[src/rtl/wh_noc_pkg.sv]
// wh_noc_pkg: flit format constants, injector FSM states and flit encoders.
package wh_noc_pkg;
   localparam logic [1:0] FLIT_HEAD = 2'b00;
   localparam logic [1:0] FLIT_BODY = 2'b01;
   localparam logic [1:0] FLIT_TAIL = 2'b10;
   localparam int BODY_FLITS = 5;
   localparam int PKT_FLITS = 7;
   typedef enum logic [1:0] {ST_IDLE, ST_HEAD, ST_BODY, ST_TAIL} state_t;
   function automatic logic [7:0] head_flit(input logic [2:0] x, input logic [2:0] y);
      return {x, y, FLIT_HEAD};
   endfunction
   // body k carries data[31-6k -: 6]; shifting keeps the slice at the top
   function automatic logic [7:0] body_flit(input logic [31:0] d, input logic [2:0] k);
      logic [31:0] s;
      s = d << (6 * k);
      return {s[31:26], FLIT_BODY};
   endfunction
   function automatic logic [7:0] tail_flit(input logic [31:0] d);
      return {d[1:0], 4'b0000, FLIT_TAIL};
   endfunction
endpackage

[src/rtl/rr_arbiter.sv]
// rr_arbiter: combinational round-robin pick, first set req at or after ptr with wrap.
module rr_arbiter #(
   parameter int NUM_REQ = 4,
   parameter int IDX_W = $clog2(NUM_REQ)
) (
   input  logic [NUM_REQ-1:0] req,
   input  logic [IDX_W-1:0]   ptr,
   output logic [NUM_REQ-1:0] gnt,
   output logic [IDX_W-1:0]   idx
);
   logic [IDX_W-1:0] c;
   logic found;
   always_comb begin
      gnt = '0;
      idx = '0;
      found = 1'b0;
      c = '0;
      for (int i = 0; i < NUM_REQ; i++) begin
         c = IDX_W'((int'(ptr) + i) % NUM_REQ);
         if (!found && req[c]) begin
            found = 1'b1;
            gnt[c] = 1'b1;
            idx = c;
         end
      end
   end
endmodule

[src/rtl/wormhole_inject_arbiter.sv]
// wormhole_inject_arbiter: round-robin injector serialising requests into 7-flit wormhole packets.
// Optional WH_INJ_STATS_EN adds pkt_count and stall_count outputs.
module wormhole_inject_arbiter
   import wh_noc_pkg::*;
#(
   parameter int NUM_REQ = 4,
   parameter int LINK_WIDTHS = 8,
   parameter int COORD_W = 3,
   parameter int PAYLOAD_W = 32
) (
   input  logic                         clk,
   input  logic                         rst,
   input  logic [NUM_REQ-1:0]           req,
   input  logic [NUM_REQ*COORD_W-1:0]   req_dst_x,
   input  logic [NUM_REQ*COORD_W-1:0]   req_dst_y,
   input  logic [NUM_REQ*PAYLOAD_W-1:0] req_data,
   output logic [NUM_REQ-1:0]           ack,
   output logic                         busy,
   input  logic                         router_out_full,
   output logic [LINK_WIDTHS-1:0]       out_flit,
   output logic                         out_wr_en
`ifdef WH_INJ_STATS_EN
   ,
   output logic [15:0]                  pkt_count,
   output logic [15:0]                  stall_count
`endif
);
   localparam int IDX_W = $clog2(NUM_REQ);
   state_t state;
   logic [IDX_W-1:0] rr_ptr, grant, arb_idx;
   logic [NUM_REQ-1:0] owner, arb_gnt;
   logic [2:0] bidx;
   logic [COORD_W-1:0] sel_x, sel_y;
   logic [PAYLOAD_W-1:0] sel_d, data;
   logic tail_xfer;
   rr_arbiter #(.NUM_REQ(NUM_REQ), .IDX_W(IDX_W)) u_arb (
      .req(req), .ptr(rr_ptr), .gnt(arb_gnt), .idx(arb_idx)
   );
   assign sel_x = req_dst_x[arb_idx*COORD_W +: COORD_W];
   assign sel_y = req_dst_y[arb_idx*COORD_W +: COORD_W];
   assign sel_d = req_data[arb_idx*PAYLOAD_W +: PAYLOAD_W];
   assign busy = state != ST_IDLE;
   assign out_wr_en = busy && !router_out_full;
   assign tail_xfer = out_wr_en && state == ST_TAIL;
   assign ack = tail_xfer ? owner : '0;
   // out_flit always holds the flit of the current state, so a stall simply holds registers
   always_ff @(posedge clk or negedge rst) begin
      if (!rst) begin
         state <= ST_IDLE;
         rr_ptr <= '0;
         grant <= '0;
         owner <= '0;
         bidx <= '0;
         data <= '0;
         out_flit <= '0;
      end else begin
         case (state)
            ST_IDLE: if (|req) begin
               grant <= arb_idx;
               owner <= arb_gnt;
               data <= sel_d;
               out_flit <= head_flit(sel_x, sel_y);
               state <= ST_HEAD;
            end
            ST_HEAD: if (out_wr_en) begin
               bidx <= '0;
               out_flit <= body_flit(data, 3'd0);
               state <= ST_BODY;
            end
            ST_BODY: if (out_wr_en) begin
               if (bidx == 3'(BODY_FLITS - 1)) begin
                  out_flit <= tail_flit(data);
                  state <= ST_TAIL;
               end else begin
                  bidx <= bidx + 3'd1;
                  out_flit <= body_flit(data, bidx + 3'd1);
               end
            end
            default: if (out_wr_en) begin
               rr_ptr <= (grant == IDX_W'(NUM_REQ - 1)) ? '0 : grant + 1'b1;
               bidx <= '0;
               out_flit <= '0;
               state <= ST_IDLE;
            end
         endcase
      end
   end
`ifdef WH_INJ_STATS_EN
   always_ff @(posedge clk or negedge rst) begin
      if (!rst) begin
         pkt_count <= '0;
         stall_count <= '0;
      end else begin
         pkt_count <= pkt_count + 16'(tail_xfer);
         stall_count <= (busy && router_out_full && stall_count != 16'hFFFF) ? stall_count + 16'd1 : stall_count;
      end
   end
`endif
endmodule
[config.mk]
export PLATFORM = sky130hd
export DESIGN_NAME = wormhole_inject_arbiter
export DESIGN_NICKNAME = d
export VERILOG_FILES = /design/src/rtl/wh_noc_pkg.sv /design/src/rtl/rr_arbiter.sv /design/src/rtl/wormhole_inject_arbiter.sv
export SDC_FILE = /design/constraint.sdc
export NUM_CORES = 1
export LEC_CHECK = 0
export CAP_MARGIN = 20
export CORE_MARGIN = 2
export CORE_UTILIZATION = 50
export CTS_BUF_LIST = sky130_fd_sc_hd__clkbuf_4 sky130_fd_sc_hd__clkbuf_8
export DETAILED_ROUTE_END_ITERATION = 12
export GPL_TIMING_DRIVEN = 1
export PLACE_DENSITY_LB_ADDON = 0.15
export SLEW_MARGIN = 20
export SYNTH_ARGS = -nofsm -noshare
export SYNTH_HDL_FRONTEND = slang
export SYNTH_SLANG_ARGS = --single-unit
[constraint.sdc]
create_clock -name clk -period 7.5 [get_ports clk]
set_input_delay 0.75 -clock clk [delete_from_list [all_inputs] [get_ports clk]]
set_output_delay 0.75 -clock clk [all_outputs]
set_load 0.03 [all_outputs]
Word level (Yosys, flattened, before mapping)
Cells that the tools add are included.
{"block": "classes", "eq_ne": 10, "add_sub_neg": 5, "bitwise": 5, "mux": 45, "n_mul": 2, "shifts": 4, "reduce_logical": 23, "magnitude_cmp": 8}
{"op": "indexed part select 128 x 8 -> 32 bit", "count": 1}
{"op": "2-to-1 mux 8 bit", "count": 5}
{"op": "<< shifter 32 x 6 -> 32 bit", "count": 1}
{"op": "one-hot mux 8 bit (3 select lines)", "count": 1}
{"op": "indexed part select 12 x 5 -> 3 bit", "count": 2}
{"op": "2-to-1 mux 2 bit", "count": 10}
{"op": "2-to-1 mux 4 bit", "count": 5}
{"op": "< comparator 2 x 3 -> 1 bit, second input constant", "count": 4}
{"op": "bitwise OR 4 bit", "count": 3}
{"op": "2-to-1 mux 1 bit", "count": 11}
{"op": "!= test 2 bit, second input constant", "count": 5}
{"op": "logical AND 1 bit", "count": 9}
{"op": "2-to-1 mux 3 bit", "count": 3}
{"op": "binary-select mux 1 bit (select 2 bit)", "count": 4}
{"op": "demux 1 bit (select 2 bit)", "count": 4}
{"op": ">= comparator 2 x 1 -> 1 bit, second input constant", "count": 4}
{"op": "equality test 2 bit, second input constant", "count": 3}
{"op": "one-hot mux 2 bit (3 select lines)", "count": 1}
{"op": "one-hot mux 3 bit (2 select lines)", "count": 1}
{"op": "multiplier 2 x 3 -> 5 bit, first input constant", "count": 1}
{"op": "AND reduction 5 bit", "count": 1}
{"op": "adder 2 x 1 -> 2 bit, second input constant", "count": 2}
{"op": "adder 2 bit, second input constant", "count": 2}
{"op": "zero test 1 bit", "count": 4}
{"op": "12 further kinds", "count": 15}
{"block": "word_totals", "ff_bits": 53}

Longest topological paths before layout
Gate-level depths: netlist of run 1.
{"block": "depth", "depth_word": 16, "mapped_depth": 12, "mapped_depth_nobuf": 9}

By module
From an unflattened synthesis of run 1, not the netlist that was laid out.
{"block": "unflattened", "hier_cells": 431, "hier_area_um2": 4594.4}
{"mod": "wormhole_inject_arbiter", "n_inst": 1, "cells_per_inst": 366, "area_per_inst_um2": 4105.2}
{"mod": "rr_arbiter", "n_inst": 1, "cells_per_inst": 65, "area_per_inst_um2": 489.2}

Least setup slack after synthesis of run 1
No wires, ideal clock.
{"block": "synth_path", "path_kind": "reg2reg", "startpoint": "register bidx[0]", "endpoint": "register out_flit[4]", "synth_period_minus_slack_ps": 3184, "setup_ps": 143, "path_buffers": 1, "stages_incl_launch_ff": 11, "arrival_ps": 3042, "path_slack_ps": 4316, "path_cell_list": "dfrtp_1 buf_2 inv_1 ha_1 fa_1 mux4_2 mux2_2 nand2_1 o21ai_0 a222oi_1 o211ai_1"}
{"block": "synth_via", "elab_chain_cells": 6, "word_cells_on_any_way": 7, "cone_classes": "add/sub (1); mul (1); eq/ne (1); shift (1); mux (3)"}
{"element": "from (decl)", "line_no": "wormhole_inject_arbiter.sv:32", "rtl": "logic [2:0] bidx;"}
{"element": "from (signal assigned)", "line_no": "wormhole_inject_arbiter.sv:75", "rtl": "bidx <= bidx + 3'd1;"}
{"element": "adder 3 x 1 -> 3 bit", "line_no": "wormhole_inject_arbiter.sv:76", "rtl": "out_flit <= body_flit(data, bidx + 3'd1);"}
{"element": "multiplier 2 x 3 -> 5 bit", "line_no": "wh_noc_pkg.sv:15", "rtl": "s = d << (6 * k);"}
{"element": "<< shifter 32 x 6 -> 32 bit", "line_no": "wh_noc_pkg.sv:15"}
{"element": "2-to-1 mux 8 bit *", "line_no": "wormhole_inject_arbiter.sv:71", "rtl": "if (bidx == 3'(BODY_FLITS - 1)) begin"}
{"element": "2-to-1 mux 8 bit *", "line_no": "wormhole_inject_arbiter.sv:70", "rtl": "ST_BODY: if (out_wr_en) begin"}
{"element": "one-hot mux 8 bit (3 select lines) *", "line_no": "wormhole_inject_arbiter.sv:57", "rtl": "case (state)"}
{"element": "to (signal assigned)", "line_no": "wormhole_inject_arbiter.sv:62", "rtl": "out_flit <= head_flit(sel_x, sel_y);"}
{"element": "to (signal assigned)", "line_no": "wormhole_inject_arbiter.sv:72", "rtl": "out_flit <= tail_flit(data);"}
{"element": "to (signal assigned)", "line_no": "wormhole_inject_arbiter.sv:76"}
{"element": "to (decl)", "line_no": "wormhole_inject_arbiter.sv:20", "rtl": "output logic [LINK_WIDTHS-1:0] out_flit,"}
Mark *: on every way between the ends. The rest lies on a longest branch, timed or not. The select of a mux whose other input is x is not followed.
A chain may end at the register's enable or synchronous reset.

Worst setup path after layout of run 1
Same ends and word-level chain as after synthesis.

==> flow_summary.ini, run 1 <==
[placement]
dp_worst_setup_slack_ns = 2.523
dpl.cell_count = 730
port-buffer-count = 172
gp_congestion = 0.9334
dp_hpwl_um = 10670

[timing]
fin_crit_ns = 4.222
setup_viol = 0
hold_violations = 0
period_share_pct = 56.29
fin_hold_ws_ns = 0.4895
fin_skew_ns = 0.005943
maxSlewViolCount = 0
rsz0062_at_grt = false
setup_tns_ns = 0
max_freq_ghz = 0.2369
relSlewSlack_pct = 32.60
tightest_slew_ns = 1.011
timing.final.ws_setup_ns = 3.278

[yosys]
synth_area_leader_cell = dfrtp_1
synthesis.instances = 491
synth_edf_count = 0
ys_ff_latch = 53
syn_avg_cell_area_um2 = 9.650
yosysSeqAreaShare_pct = 27.99
post_synth_num_cell_types = 57
yosysWarnings = 0
synthFlopType = dfrtp_1
yosysTopAreaCellShare_pct = 27.99
synth_nets = 665
syn_area_um2 = 4738
synth-async-reset-ratio_pct = 100.0
synthTopCellsByArea = dfrtp_1 (28%), mux4_2 (12%), mux2i_1 (11%)

[cells_and_area]
diodes = 0
final_common_cell = clkdlybuf4s50_1
drive_above_1_share_pct = 9.380
final_cell_mix = clkdlybuf4s50_1 (171), dfrtp_1 (52), mux2i_1 (51), and3_1 (38), o21ai_0 (38)
final_cell_count_no_fill = 740
area_growth_pct = 38.26
fin_nets = 802

[clock_tree]
h-tree-depth = 2
clock-sinks = 53
clockRootBuffer = clkbuf_8
path_clk_slew_ns = 0.11
cts_tree = built
cts_buffers = 5
post_cts_resize_count = 0
clockBufferDepth = 2
cts_setup_buffers = 0
clock_latency_ns = 0.32
holdBufCountCts = 0

[worst_setup_path]
cpPeakStageDelay_ns = 1.01
rrSetupSlack_ns = 3.28
required_ns = 7.69
start_kind = register
crit-reg2reg-launch = bidx[0]
slowest_stage = fa_1
critPathMaxFanout = 31
ff2ff_path_depth = 9
crit_type = register to register
crit_path_end_kind = register
rr_endpoint = out_flit[4]
arrival_ns = 4.41
cp_cell_sequence = inv_1 -> ha_2 -> fa_1 -> mux4_2 -> mux2_2 -> nand2_1 -> o21ai_0 -> a222oi_1 -> o211ai_1

[route]
avgRoutedWirePerCell_um = 18.91
vias_per_cell = 6.385
drt-total-wl_um = 13990
ant_nets = 0
vias = 4725
drt-initial-drc-count = 338
drc_errors = 0
firstDrtPassIters = 7

[pwr]
p_per_area_nw_per_um2 = 381.5
sequentialPowerShare_pct = 24.5
p_int_uw = 1314
p_clk_share_pct = 7.0
power.share.combinational_pct = 68.5
p_switching_uw = 1185
p_sw_share_pct = 47.42
p_total_uw = 2499
vdd_ir_drop_max_uv = 245.3
p_leak_uw = 0.002696

[floorplanning]
rows = 35
core_um2 = 9196
dieArea_um2 = 10270
dieWidth_um = 101.3
dieHeight_um = 101.3
ios = 173
start_util_pct = 51.52

[global_route]
grt_pass1_vias = 4701
grt_max_degree = 60
grt_overflow = 0
grt_usage_pct = 27.81
antenna_found_initial = 0
grt_pass1_wl_um = 22780

[min_path]
hold_start = owner[1]
min_path_type = register to register
min_to = owner[1]
whs_path_depth = 2

[run_status]
outcome = finished, final reports clean

[job]
drv_cap = 0
==> cell usage after synthesis, drive strengths merged, types with 2 or more instances <==
cell type	number
nor2b	3
inv	10
o22ai	37
a211o	8
nand3	7
a2111oi	3
mux4	25
and3b	2
o31ai	3
or4	2
xor2	2
buf	22
mux2	4
nand3b	2
o211ai	9
nor3	8
a22oi	6
a222oi	3
mux2i	52
a21oi	6
clkbuf	25
a221oi	7
and3	38
dfrtp	53
nor2	16
nor3b	3
a211oi	33
ha	14
o21ai	46
nand2	27
==> per-layer routing <==
layer  wire, µm  track usage [%]
met5          0                0
met4        316            7.692
met3        695            2.968
met2       7158            48.50
met1       5823            36.90
==> cells by family after synthesis <==
logic type	share of synthesized area (%)
xor+xnor	0.7131
compound gates	24.69
simple gates	13.10
buf+inv	5.492
fa+ha+maj	4.119
flops	27.99
mux	23.90
==> worst max-delay path by stage <==
stage,from,endpoint,slack (ns)
floorplan,bidx[0],out_flit[4],4.32
global placement,bidx[0],out_flit[4],2.81
detailed placement,bidx[0],out_flit[4],2.52
CTS,bidx[0],out_flit[4],2.53
global route,bidx[0],out_flit[5],2.91
finish,bidx[0],out_flit[4],3.28
==> through the flow <==
stage          cell area, µm²  utilization [%]
2_1_floorplan            4738                -
3_3_place_gp             6415            69.76
3_5_place_dp             6415            69.76
4_1_cts                  6510            70.79
5_1_grt                  6551            71.24
6_report                 6551            71.24
==> registers in the layout (all words and copies together), names as in the netlist <==
register	flops
data	32
out_flit	8
owner	4
bidx	3
grant	2
rr_ptr	2
state	2
==> power groups by stage <==
stage | clock network [µW] | registers [µW] | logic [µW]
final | 174 | 613 | 1710
after global routing | 191 | 633 | 1880
after CTS | 176 | 607 | 1700
after detailed placement | 0 | 612 | 1690
after global placement | 0 | 606 | 1650
after floorplan | 0 | 536 | 1350
==> layout make-up <==
type                    instances  area (µm²)
well taps                     111       138.9
inverters                      10       37.54
repair buffers                177        1770
clock buffers                   5       68.82
multi-input cells             381        3182
fillers                       758        2645
flip-flops and latches         53        1328
clock inverters                 3       26.28
==> critical path, delay by kind of cell (launching register included) <==
| kind | cells | cell delay, ns |
|---|---|---|
| flip-flops | 1 | 0.80 |
| multiplexers | 2 | 0.85 |
| AND/OR/NAND/NOR | 1 | 0.06 |
| buffers and inverters | 1 | 0.20 |
| AO/OA/AOI/OAI | 3 | 0.60 |
| adder cells (fa/ha/maj) | 2 | 1.58 |
(Power assumes the default switching activity.)
==> run 2: changes to the inputs <==
CORE_UTILIZATION = 47   (was 50)
clock period = 3.9 ns   (was 7.5 ns; I/O delays follow)
==> run 2 against run 1 <==
Setup slack got worse by 2.6 ns. Combinational power rose by 100%. Non-clock buffer count rose by 7. Sequential share of layout area fell by 0.21 points. Clock power rose by 83%. Largest cell class unchanged. Global-route usage fell by 1.4 points. Utilization fell by 3.6 points. Critical path type unchanged. Worst hold slack got worse by 0.31 ns. Wire length rose by 0.49%.
==> flow_summary.ini, run 2 (synthesis results as in run 1) <==
[timing]
tightest_slew_ns = 0.9548
fin_crit_ns = 3.249
relSlewSlack_pct = 36.35
maxSlewViolCount = 0
setup_tns_ns = 0
period_share_pct = 83.31
rsz0062_at_grt = false
max_freq_ghz = 0.3078
hold_violations = 0
fin_hold_ws_ns = 0.1816
setup_viol = 0
fin_skew_ns = 0.006219

[cells_and_area]
regMostFlops = data
final_cell_count_no_fill = 769
diodes = 0
final_common_cell = clkdlybuf4s50_1
area_growth_pct = 39.58
final_cell_mix = clkdlybuf4s50_1 (171), dfrtp_1 (53), mux2i_1 (51), and3_1 (38), o21ai_0 (38)
fin_nets = 809
largest_reg_flops = 32
largest_registers = data x32, out_flit x8, owner x4
drive_above_1_share_pct = 9.906

[clock_tree]
h-tree-depth = 2
cts_tree = built
clockRootBuffer = clkbuf_8
path_clk_slew_ns = 0.10
clock_latency_ns = 0.31
cts_buffers = 5
clockBufferDepth = 2
holdBufCountCts = 0
cts_setup_buffers = 0
clock-sinks = 53
post_cts_resize_count = 0

[floorplanning]
dieHeight_um = 104.4
rows = 36
dieArea_um2 = 10900
core_um2 = 9774
start_util_pct = 48.48
ios = 173
dieWidth_um = 104.4

[placement]
gp_congestion = 0.9143
dp_hpwl_um = 11080
port-buffer-count = 172
dpl.cell_count = 761

[global_route]
grt_usage_pct = 26.44
grt_overflow = 0
antenna_found_initial = 0
grt_max_degree = 60
grt_pass1_vias = 4872
grt_pass1_wl_um = 23520

[pwr]
p_per_area_nw_per_um2 = 735.0
p_leak_uw = 0.002722
vdd_ir_drop_max_uv = 773.8

[route]
ant_nets = 0
drt-initial-drc-count = 295
drt-total-wl_um = 14060
drc_errors = 0
firstDrtPassIters = 5
vias_per_cell = 6.074
vias = 4671
avgRoutedWirePerCell_um = 18.28

[worst_setup_path]
crit_type = register to register
critPathBufInv = 1
crit_family = adder cells
start_kind = register
cp_cell_sequence = inv_1 -> ha_1 -> fa_1 -> mux4_2 -> mux2_2 -> nand2_1 -> o21ai_0 -> a222oi_1 -> o211ai_1
slowest_stage = fa_1
crit_path_end_kind = register
cpPeakStageDelay_ns = 0.73
critPathMaxFanout = 6
arrival_ns = 3.42
required_ns = 4.07

[job]
drv_cap = 0

[min_path]
min_path_type = input port to async pin

[run_status]
outcome = finished, final reports clean
-- run 2: cell types whose count changed in the layout (fill, tap and decap cells not counted), sizes merged --
cell | previous run | this run
clkinvlp | 0 | 2
clkbuf | 5 | 6
inv | 11 | 10
clkinv | 2 | 0
buf | 6 | 13
-- run 2: stage by stage --
| stage | util [%] | worst slack (ns) | instance area, µm² | total power [µW] |
|---|---|---|---|---|
| floorplan | - | 0.7156 | 4738 | 3617 |
| CTS | 67.67 | 0.6598 | 6614 | 4863 |
| finish | 67.67 | 0.6509 | 6614 | 4861 |
| detailed placement | 66.73 | 0.6978 | 6523 | 4530 |
| global route | 67.67 | 0.4346 | 6614 | 5271 |
| global placement | 66.73 | 0.7723 | 6523 | 4426 |
-- run 2: path summary, 6_finish.rpt --
check                           startpoint     endpoint  slack, ns  cells after the start
worst max register to register     bidx[0]  out_flit[4]       0.65                      9
max in group asynchronous              rst      data[0]       3.25                      2
worst max-delay path               bidx[0]  out_flit[4]       0.65                      9
worst min-delay path                   rst      data[6]       0.18                      2
min in group clk                  owner[0]     owner[0]       0.49                      2
worst min register to register    owner[0]     owner[0]       0.49                      2
-- run 2: per-layer routing --
layer  vias up  GRT usage (%)  routed length (µm)
met4         0          7.239                 206
met5         -              0                   0
li1       2229              -                   -
met3        14          3.697                 804
met1      2276          34.17                5777
met2       152          46.27                7274
-- run 2: area by class of cell --
class / instances / area [µm²]
multi-input combinational: 381 / 3173
clock buffer: 6 / 76.32
sequential: 53 / 1326
timing repair buffer: 184 / 1819
inverter: 10 / 37.54
tap: 133 / 166.4
fill: 810 / 3161
clock inverter: 2 / 15.01
-- run 2: report_power, final --
group | switching, µW | internal [µW]
Clock | 185 | 134
Sequential | 297 | 818
Combinational | 1800 | 1630
==> run 3: changes to the inputs <==
clock period = 3.2 ns   (was 3.9 ns; I/O delays follow)
==> run 3 against run 2 <==
Total power grew 25%. Non-clock buffer count grew 6. Design area grew 1.1%. Global-route usage grew 0.24 points. Critical path depth is the same. Sequential cell count is the same. Sequential power grew 22%. Clock skew grew 0.00053 ns. First-iteration DRC count shrank 12%. Critical path type unchanged. Highest routed layer unchanged.
==> flow_summary.ini, run 3 (synthesis results as in run 1) <==
[run_status]
outcome = finished, final reports clean

[timing]
maxSlewViolCount = 0
setup_viol = 0
fin_crit_ns = 3.043
timing.final.ws_setup_ns = 0.1573
period_share_pct = 95.08
relSlewSlack_pct = 30.05
rsz0062_at_grt = false
max_freq_ghz = 0.3287
fin_skew_ns = 0.006753
tightest_slew_ns = 1.049
hold_violations = 0
setup_tns_ns = 0

[route]
drt-total-wl_um = 14610
vias = 4785
drt-initial-drc-count = 261
drc_errors = 0
firstDrtPassIters = 6
avgRoutedWirePerCell_um = 18.85
vias_per_cell = 6.174
ant_nets = 0

[pwr]
p_per_area_nw_per_um2 = 905.2
p_switching_uw = 2844
power.share.combinational_pct = 70.7
p_int_uw = 3208
sequentialPowerShare_pct = 22.3
p_leak_uw = 0.002762
vdd_ir_drop_max_uv = 519.5
p_sw_share_pct = 46.99
p_clk_share_pct = 7.0

[global_route]
grt_overflow = 0
grt_max_degree = 60
grt_usage_pct = 26.68
antenna_found_initial = 0
grt_pass1_vias = 4811
grt_pass1_wl_um = 23690

[worst_setup_path]
crit_type = register to register
start_kind = register
critPathMaxFanout = 6
ff2ff_path_depth = 9
arrival_ns = 3.22
crit_path_end_kind = register
startpoint = bidx[0]
crit-reg2reg-launch = bidx[0]
rr_endpoint = out_flit[4]
required_ns = 3.38
rrSetupSlack_ns = 0.16

[clock_tree]
clock_latency_ns = 0.32
cts_tree = built
clock-sinks = 53
clockBufferDepth = 2
path_clk_slew_ns = 0.10
clockRootBuffer = clkbuf_8
cts_setup_buffers = 0
h-tree-depth = 2
cts_buffers = 5

[min_path]
min_path_type = input port to async pin

[cells_and_area]
drive_above_1_share_pct = 11.06
fin_nets = 815
largest_reg_flops = 32
final_common_cell = clkdlybuf4s50_1
area_growth_pct = 41.11
final_cell_count_no_fill = 775
diodes = 0
largest_registers = data x32, out_flit x8, owner x4
regMostFlops = data
final_cell_mix = clkdlybuf4s50_1 (171), dfrtp_1 (52), mux2i_1 (51), and3_1 (38), o21ai_0 (38)

[placement]
dp_worst_setup_slack_ns = 0.09809
dp_hpwl_um = 11250
port-buffer-count = 172
gp_congestion = 0.8938
dpl.cell_count = 767

[floorplanning]
core_um2 = 9774
rows = 36
dieWidth_um = 104.4
start_util_pct = 48.48
dieHeight_um = 104.4
dieArea_um2 = 10900
ios = 173

[job]
drv_cap = 0
-- run 3: power by group through the flow --
stage                     Sequential, µW  Combinational (µW)  Clock, µW
after floorplan                     1260                3150          0
after global placement              1340                4160          0
after detailed placement            1350                4240          0
after CTS                           1340                4260        423
after global routing                1390                4650        441
final                               1350                4280        423
-- run 3: through the flow --
stage	cell area (µm²)	utilization, %	hold WS (ns)	power, µW
2_1_floorplan	4738	-	0.02441	4409
3_3_place_gp	6580	67.32	0.4617	5505
3_5_place_dp	6580	67.32	0.4761	5597
4_1_cts	6679	68.33	0.1355	6023
5_1_grt	6686	68.41	0.1651	6485
6_report	6686	68.41	0.1067	6053
-- run 3: how the worst max path moves through the flow --
stage / end / slack, ns / depth (start not counted)
2_1_floorplan: out_flit[4] / 0.02 / 10
3_3_place_gp: out_flit[5] / 0.21 / 10
3_5_place_dp: out_flit[4] / 0.1 / 10
4_1_cts: out_flit[4] / 0.06 / 10
5_1_grt: out_flit[4] / 0.009 / 9
6_report: out_flit[4] / 0.16 / 9
-- run 3: what timing repair did --
item | 4_1_cts | 5_1_grt
hold buffers | 0 | 0
endpoints found under the setup margin | 0 | 2
gates resized for setup | 0 | 3
-- run 3: critical path, cell delays in order, from the launching register on --
cell and delay (ns):
dfrtp_2 0.45, ha_1 0.26, xor2_2 0.19, fa_2 0.64, mux4_2 0.50, mux2_2 0.27, nand2_1 0.06, o21ai_0 0.07
a222oi_1 0.32, o211ai_1 0.15
-- run 3: final cells by class --
cell class	instances	area (µm²)
multi-input cells	381	3176
flip-flops and latches	53	1328
fillers	807	3088
repair buffers	190	1881
clock buffers	6	82.58
clock inverters	2	16.27
well taps	133	166.4
inverters	10	37.54
-- run 3: metal layers --
metal  vias up  global-route usage (%)  share of wire (%)
li1       2242                       -                  -
met3        20                   4.073                5.8
met5         -                       0                  0
met1      2343                   34.23                 42
met2       180                   47.01                 51
met4         0                   6.757                1.6
